[src/rtl/uart_pkg.sv]
// uart_pkg: shared UART definitions for the transmitter, receiver and the
// top-level test designs.
//   OVERSAMPLE       - baud-generator ticks per bit period
//   DEF_DBIT         - default data bits per frame
//   DEF_SB_TICK      - default stop length in oversample ticks (16 = 1 stop bit)
//   DEF_DVSR         - default clocks per oversample tick (50 MHz / (16 x 19200))
//   tx_state_e       - transmitter FSM state encoding
package uart_pkg;

  localparam int OVERSAMPLE  = 16;
  localparam int DEF_DBIT    = 8;
  localparam int DEF_SB_TICK = 16;
  localparam int DEF_DVSR    = 163;

  typedef enum logic [1:0] {
    ST_IDLE  = 2'd0,
    ST_START = 2'd1,
    ST_DATA  = 2'd2,
    ST_STOP  = 2'd3
  } tx_state_e;

endpackage

[src/rtl/uart_tx_serializer_if.sv]
// uart_tx_serializer_if: start/ready/done handshake between a byte source
// (FIFO read side or message sequencer) and the UART transmitter.
//   tx_start     - source requests a send of din (honoured only while tx_ready)
//   din          - byte to send, latched on the accept cycle
//   tx_ready     - transmitter idle and able to accept
//   tx_done_tick - one-cycle pulse in the last cycle of the stop period
// Modports: master = byte source, slave = transmitter.
interface uart_tx_serializer_if
  import uart_pkg::*;
#(
  parameter int DBIT = DEF_DBIT
);

  logic            tx_start;
  logic [DBIT-1:0] din;
  logic            tx_ready;
  logic            tx_done_tick;

  modport master (
    output tx_start,
    output din,
    input  tx_ready,
    input  tx_done_tick
  );

  modport slave (
    input  tx_start,
    input  din,
    output tx_ready,
    output tx_done_tick
  );

endinterface

[src/rtl/uart_tx_serializer_baud_gen.sv]
// baud_gen: free-running mod-M counter producing the oversample tick.
//   clk        - system clock
//   reset      - synchronous active-high reset
//   i_clr      - synchronous clear, restarts the count at 0
//   o_max_tick - high while the count equals M-1 (one cycle in every M)
module baud_gen
  import uart_pkg::*;
#(
  parameter int M = DEF_DVSR
) (
  input  logic clk,
  input  logic reset,
  input  logic i_clr,
  output logic o_max_tick
);

  localparam int            W    = (M > 1) ? $clog2(M) : 1;
  localparam logic [W-1:0]  LAST = W'(M - 1);

  logic [W-1:0] r_count;

  always_ff @(posedge clk) begin
    if (reset || i_clr) begin
      r_count <= '0;
    end else if (r_count == LAST) begin
      r_count <= '0;
    end else begin
      r_count <= r_count + 1'b1;
    end
  end

  assign o_max_tick = (r_count == LAST);

endmodule

[src/rtl/uart_tx_serializer.sv]
// uart_tx_serializer: 8N1-style UART transmitter with its own baud generator.
//   clk    - system clock
//   reset  - synchronous active-high reset; aborts any frame, tx returns high
//   tx_if  - start/ready/done handshake (slave side)
//   tx     - registered serial output, idle high, LSB first
//
// state   | meaning
// --------+-----------------------------------------------------------
// IDLE    | line high, tx_ready=1, waiting for tx_start
// START   | start bit (line low) for OVERSAMPLE ticks
// DATA    | shift[0] on the line, DBIT bits of OVERSAMPLE ticks each
// STOP    | line high for SB_TICK ticks, done pulse in the last cycle
module uart_tx_serializer
  import uart_pkg::*;
#(
  parameter int DBIT    = DEF_DBIT,
  parameter int SB_TICK = DEF_SB_TICK,
  parameter int DVSR    = DEF_DVSR
) (
  input  logic                  clk,
  input  logic                  reset,
  uart_tx_serializer_if.slave   tx_if,
  output logic                  tx
);

  localparam int TW = $clog2((SB_TICK > OVERSAMPLE) ? SB_TICK : OVERSAMPLE);
  localparam int BW = (DBIT > 1) ? $clog2(DBIT) : 1;

  localparam logic [TW-1:0] OS_LAST  = TW'(OVERSAMPLE - 1);
  localparam logic [TW-1:0] SB_LAST  = TW'(SB_TICK - 1);
  localparam logic [BW-1:0] BIT_LAST = BW'(DBIT - 1);

  tx_state_e       r_state, w_state_next;
  logic [TW-1:0]   r_n, w_n_next;
  logic [BW-1:0]   r_b, w_b_next;
  logic [DBIT-1:0] r_shift, w_shift_next;
  logic            r_tx, w_tx_next;
  logic            w_accept;
  logic            w_s_tick;
  logic            w_done;

  assign w_accept = (r_state == ST_IDLE) && tx_if.tx_start;

  // Clearing the divider on accept makes every frame's timing start from the
  // accept edge, regardless of where the free-running count happened to be.
  baud_gen #(
    .M (DVSR)
  ) u_baud_gen (
    .clk        (clk),
    .reset      (reset),
    .i_clr      (w_accept),
    .o_max_tick (w_s_tick)
  );

  always_ff @(posedge clk) begin
    if (reset) begin
      r_state <= ST_IDLE;
      r_n     <= '0;
      r_b     <= '0;
      r_shift <= '0;
      r_tx    <= 1'b1;
    end else begin
      r_state <= w_state_next;
      r_n     <= w_n_next;
      r_b     <= w_b_next;
      r_shift <= w_shift_next;
      r_tx    <= w_tx_next;
    end
  end

  always_comb begin
    w_state_next = r_state;
    w_n_next     = r_n;
    w_b_next     = r_b;
    w_shift_next = r_shift;
    w_done       = 1'b0;

    case (r_state)
      ST_IDLE: begin
        if (tx_if.tx_start) begin
          w_state_next = ST_START;
          w_n_next     = '0;
          w_shift_next = tx_if.din;
        end
      end
      ST_START: begin
        if (w_s_tick) begin
          if (r_n == OS_LAST) begin
            w_state_next = ST_DATA;
            w_n_next     = '0;
            w_b_next     = '0;
          end else begin
            w_n_next = r_n + 1'b1;
          end
        end
      end
      ST_DATA: begin
        if (w_s_tick) begin
          if (r_n == OS_LAST) begin
            w_n_next     = '0;
            w_shift_next = {1'b0, r_shift[DBIT-1:1]};
            if (r_b == BIT_LAST) begin
              w_state_next = ST_STOP;
            end else begin
              w_b_next = r_b + 1'b1;
            end
          end else begin
            w_n_next = r_n + 1'b1;
          end
        end
      end
      ST_STOP: begin
        if (w_s_tick) begin
          if (r_n == SB_LAST) begin
            w_state_next = ST_IDLE;
            w_n_next     = '0;
            w_done       = 1'b1;
          end else begin
            w_n_next = r_n + 1'b1;
          end
        end
      end
      default: begin
        w_state_next = ST_IDLE;
      end
    endcase
  end

  // The line level is derived from the next state so tx is a pure register
  // output that moves on the same edge as the state, only at bit boundaries.
  always_comb begin
    w_tx_next = 1'b1;
    case (w_state_next)
      ST_START: w_tx_next = 1'b0;
      ST_DATA:  w_tx_next = w_shift_next[0];
      default:  w_tx_next = 1'b1;
    endcase
  end

  assign tx                 = r_tx;
  assign tx_if.tx_ready     = (r_state == ST_IDLE);
  assign tx_if.tx_done_tick = w_done;

endmodule

[src/flat_wrapper.sv]
// flat-port wrapper written by rule: the top's interface ports become plain ports
module uart_tx_serializer_flat import uart_pkg::*;
#(
  parameter int DBIT    = DEF_DBIT,
  parameter int SB_TICK = DEF_SB_TICK,
  parameter int DVSR    = DEF_DVSR
)
  (clk, reset, tx, tx_if_tx_start, tx_if_din, tx_if_tx_ready, tx_if_tx_done_tick);
  uart_tx_serializer_if #(.DBIT(DBIT)) tx_if_i ();
  input  logic clk;
  input  logic reset;
  output logic tx;
  input wire logic [$bits(tx_if_i.tx_start)-1:0] tx_if_tx_start;
  input wire logic [$bits(tx_if_i.din)-1:0] tx_if_din;
  output wire logic [$bits(tx_if_i.tx_ready)-1:0] tx_if_tx_ready;
  output wire logic [$bits(tx_if_i.tx_done_tick)-1:0] tx_if_tx_done_tick;
  assign tx_if_i.tx_start = tx_if_tx_start;
  assign tx_if_i.din = tx_if_din;
  assign tx_if_tx_ready = tx_if_i.tx_ready;
  assign tx_if_tx_done_tick = tx_if_i.tx_done_tick;
  uart_tx_serializer #(.DBIT(DBIT), .SB_TICK(SB_TICK), .DVSR(DVSR)) u_core (.clk(clk), .reset(reset), .tx_if(tx_if_i), .tx(tx));
endmodule
[config.mk]
export PLATFORM = sky130hd
export DESIGN_NAME = uart_tx_serializer_flat
export DESIGN_NICKNAME = d
export VERILOG_FILES = /design/src/rtl/uart_pkg.sv /design/src/rtl/uart_tx_serializer_if.sv /design/src/rtl/uart_tx_serializer_baud_gen.sv /design/src/rtl/uart_tx_serializer.sv /design/src/flat_wrapper.sv
export SDC_FILE = /design/constraint.sdc
export NUM_CORES = 1
export LEC_CHECK = 0
export CORE_MARGIN = 4
export CORE_UTILIZATION = 48
export DETAILED_ROUTE_END_ITERATION = 16
export PLACE_DENSITY = 0.7
export SYNTH_ARGS = -nofsm -noshare
export SYNTH_HDL_FRONTEND = slang
export SYNTH_SLANG_ARGS = --single-unit
[constraint.sdc]
create_clock -name clk -period 2 [get_ports clk]
set_input_delay 0.2 -clock clk [delete_from_list [all_inputs] [get_ports clk]]
set_output_delay 0.2 -clock clk [all_outputs]
set_load 0.02 [all_outputs]
==> metrics <==
status=completed; Core Area=2300 sq um; final hold slack=0.467 ns; largest net degree at the start of global routing=16; area growth from synthesis to final layout=30.4%; highest-delay cell along the critical path=or3b_4; global-route usage over all layers=0.157; Starting Density=0.520; diode count=0; clk_skew=0.00383 ns; TritonCTS clock tree=built; Routed Antenna Nets=0; Seq/Total Area, Yosys=0.436; async set or reset register ratio after synthesis=0; num rows=17; die height=57.9 microns; CP max FO=3; vias post-DR=1062; Via density=5.59; max-cap viol count=0; 1st-iter DRT viols=27; cell count after synthesis=134; P_leak=0.612 nW; Nets=179; initial antenna violation count=0; Post-synth EDFFs=0; most frequent cell after synthesis=dfxtp_1; Residual DRC=0; endpoints failing setup=0; Tightest Pin Transition=0.368 ns; syn_nets=150; Top delay family on crit path=simple AND/OR/NAND/NOR gates; Max transition margin=0.753; CP Cell Sequence=inv_2, ha_4, or3b_4, nor3_4, and3_4, buf_6; synthesized flop and latch total=26; clk_lat worst skew=0.33 ns; htree depth=1; clock-pin slew on the worst setup and hold paths=0.14 ns; Final Routed Wirelength=2580 microns; minimum clock period=1.95 ns; Mapped Area=1190 sq um; Avg Inst Size Synth=8.91 sq um; CP Launch Type=register; period utilization=0.975; share of cells above drive strength 1=0.204; largest area contributor in the netlist=dfxtp_1; top_reg_cell synth=dfxtp_1; first-pass GRT wire length=4180 microns; Hold Crit Class=register to register; post-DP HPWL=1860 microns; required time of the critical path=1.80 ns; final instance area=1560 sq um; clock sink total=26; Fin. Hold Viols=0; placed instance count=184; synth warn=0; die area=3350 sq um; max incr delay on CP=0.40 ns; Hold-fix buffers, CTS=0; total I/O pin count=14; critical path type=register to primary output; placer congestion estimate=0.832; root buf cell=clkbuf_4; Die X=57.9 microns; peak supply drop=0.000497 V; post-synthesis cell type count=32; Critical Path AT=1.75 ns; Routed WL per cell=13.6 microns; CP endpoint kind=primary output; Max clock buf depth=2; gr ovfl total=0; IO buf count=13; top cell type's share of synthesized area=0.436; Final Max Slew Viols=0; post-route insts no fill=190; commonest cells in the netlist=26 x dfxtp_1, 16 x nor2_1, 11 x a21oi_1, 11 x nand2_1, 8 x nand3_1; Reg2Reg Setup Slack=0.11 ns; Synth area leaders=dfxtp_1 44%, ha_1 5.2%, xor2_1 5.1%, nor2_1 5.0%, a21oi_1 4.6%; pwr/cell area=650 nW/um^2; drt pass-1 iters=4; Crit path buffers/inverters=2; TritonCTS buffer count=3; Max Clk Rate=513 MHz; placed instance area=1440 sq um; vias in the first global route=975
cell usage in the layout, fill, tap and decap left out, drive strengths merged:
cell            n
dfxtp          26
nor2           16
buf            16
clkdlybuf4s50  12
nand2          11
a21oi          11
nand3           8
a22oi           7
xor2            7
nor3            6
ha              5
and3            4
nor3b           3
nand2b          3
xnor2           3
clkbuf          3
nor2b           2
and2            2
inv             2
or3b            2
nand4bb         1
and4bb          1
a41oi           1
or4             1
and4            1
a21o            1
a221oi          1
nand4b          1
o31a            1
o31ai           1
o2111ai         1
mux2i           1
bufinv          1
kinds of logic (layout without fill, tap and decap cells):
kind of cell | Yosys count | after routing | share of synthesized area
muxes | 1 | 1 | 0.00839
xor gates and xnor gates | 10 | 10 | 0.0734
DFF | 26 | 26 | 0.436
adders and majority gates | 5 | 5 | 0.0524
AOI/OAI and AO/OA | 24 | 24 | 0.132
and+or+nand+nor | 62 | 62 | 0.279
buffers and inverters | 6 | 34 | 0.0189
metrics by stage:
stage                     total power [mW]  worst slack [ns]  utilization  setup TNS, ns
after global placement               0.646           -0.0253        0.627        -0.0253
after floorplan                      0.602            0.0713            -              0
after detailed placement             0.650           -0.0385        0.627        -0.0385
final                                 1.01            0.0492        0.678              0
after CTS                             1.00           0.00744        0.650              0
after global routing                  1.05          -0.00241        0.678       -0.00241
state kept, by name, summed over array words and instances, names as in the netlist:
name	count
u_core.r_b	3
u_core.r_state	2
u_core.tx	1
u_core.r_n	4
u_core.u_baud_gen.r_count	8
u_core.r_shift	8
where the power goes:
group	total (mW)	switching, mW	internal [mW]
logic	0.104	0.0491	0.0545
clock network	0.363	0.160	0.203
registers	0.545	0.0113	0.534
total	1.01	0.221	0.791
worst min-delay path, delay by kind of cell, from the launching register on:
kind	cells	cell delay, ns
AO/OA/AOI/OAI	1	0.05
flip-flops	1	0.34
AND/OR/NAND/NOR	1	0.05
what timing repair did:
item | in CTS | in global routing
buffers inserted | 0 | 2
gates resized for setup | 5 | 12
pin swaps | 0 | 4
setup endpoints to repair | 1 | 2
final timing paths:
kind                   endpoint  depth (start not counted)                    startpoint
max          tx_if_tx_done_tick                          6  u_core.u_baud_gen.r_count[0]
min reg2reg   u_core.r_shift[3]                          2             u_core.r_shift[3]
max reg2reg           u_core.tx                          6  u_core.u_baud_gen.r_count[0]
min           u_core.r_shift[3]                          2             u_core.r_shift[3]
per-layer routing:
metal | vias to the layer above | share of wire | global-route usage
met2 | 31 | 0.48 | 0.263
met4 | 0 | 0.0054 | 0.0397
met1 | 496 | 0.45 | 0.197
met3 | 2 | 0.059 | 0.0445
met5 | - | 0 | 0
li1 | 533 | - | -
layout make-up:
type / instances / area [sq um]
inverters: 2 / 7.51
flip-flops and latches: 26 / 523
multi-input cells: 102 / 694
clock buffers: 3 / 22.5
clock inverters: 1 / 30.0
fillers: 195 / 741
well taps: 28 / 35.0
repair buffers: 28 / 244
Note: power is estimated with default switching activity, not from simulation.
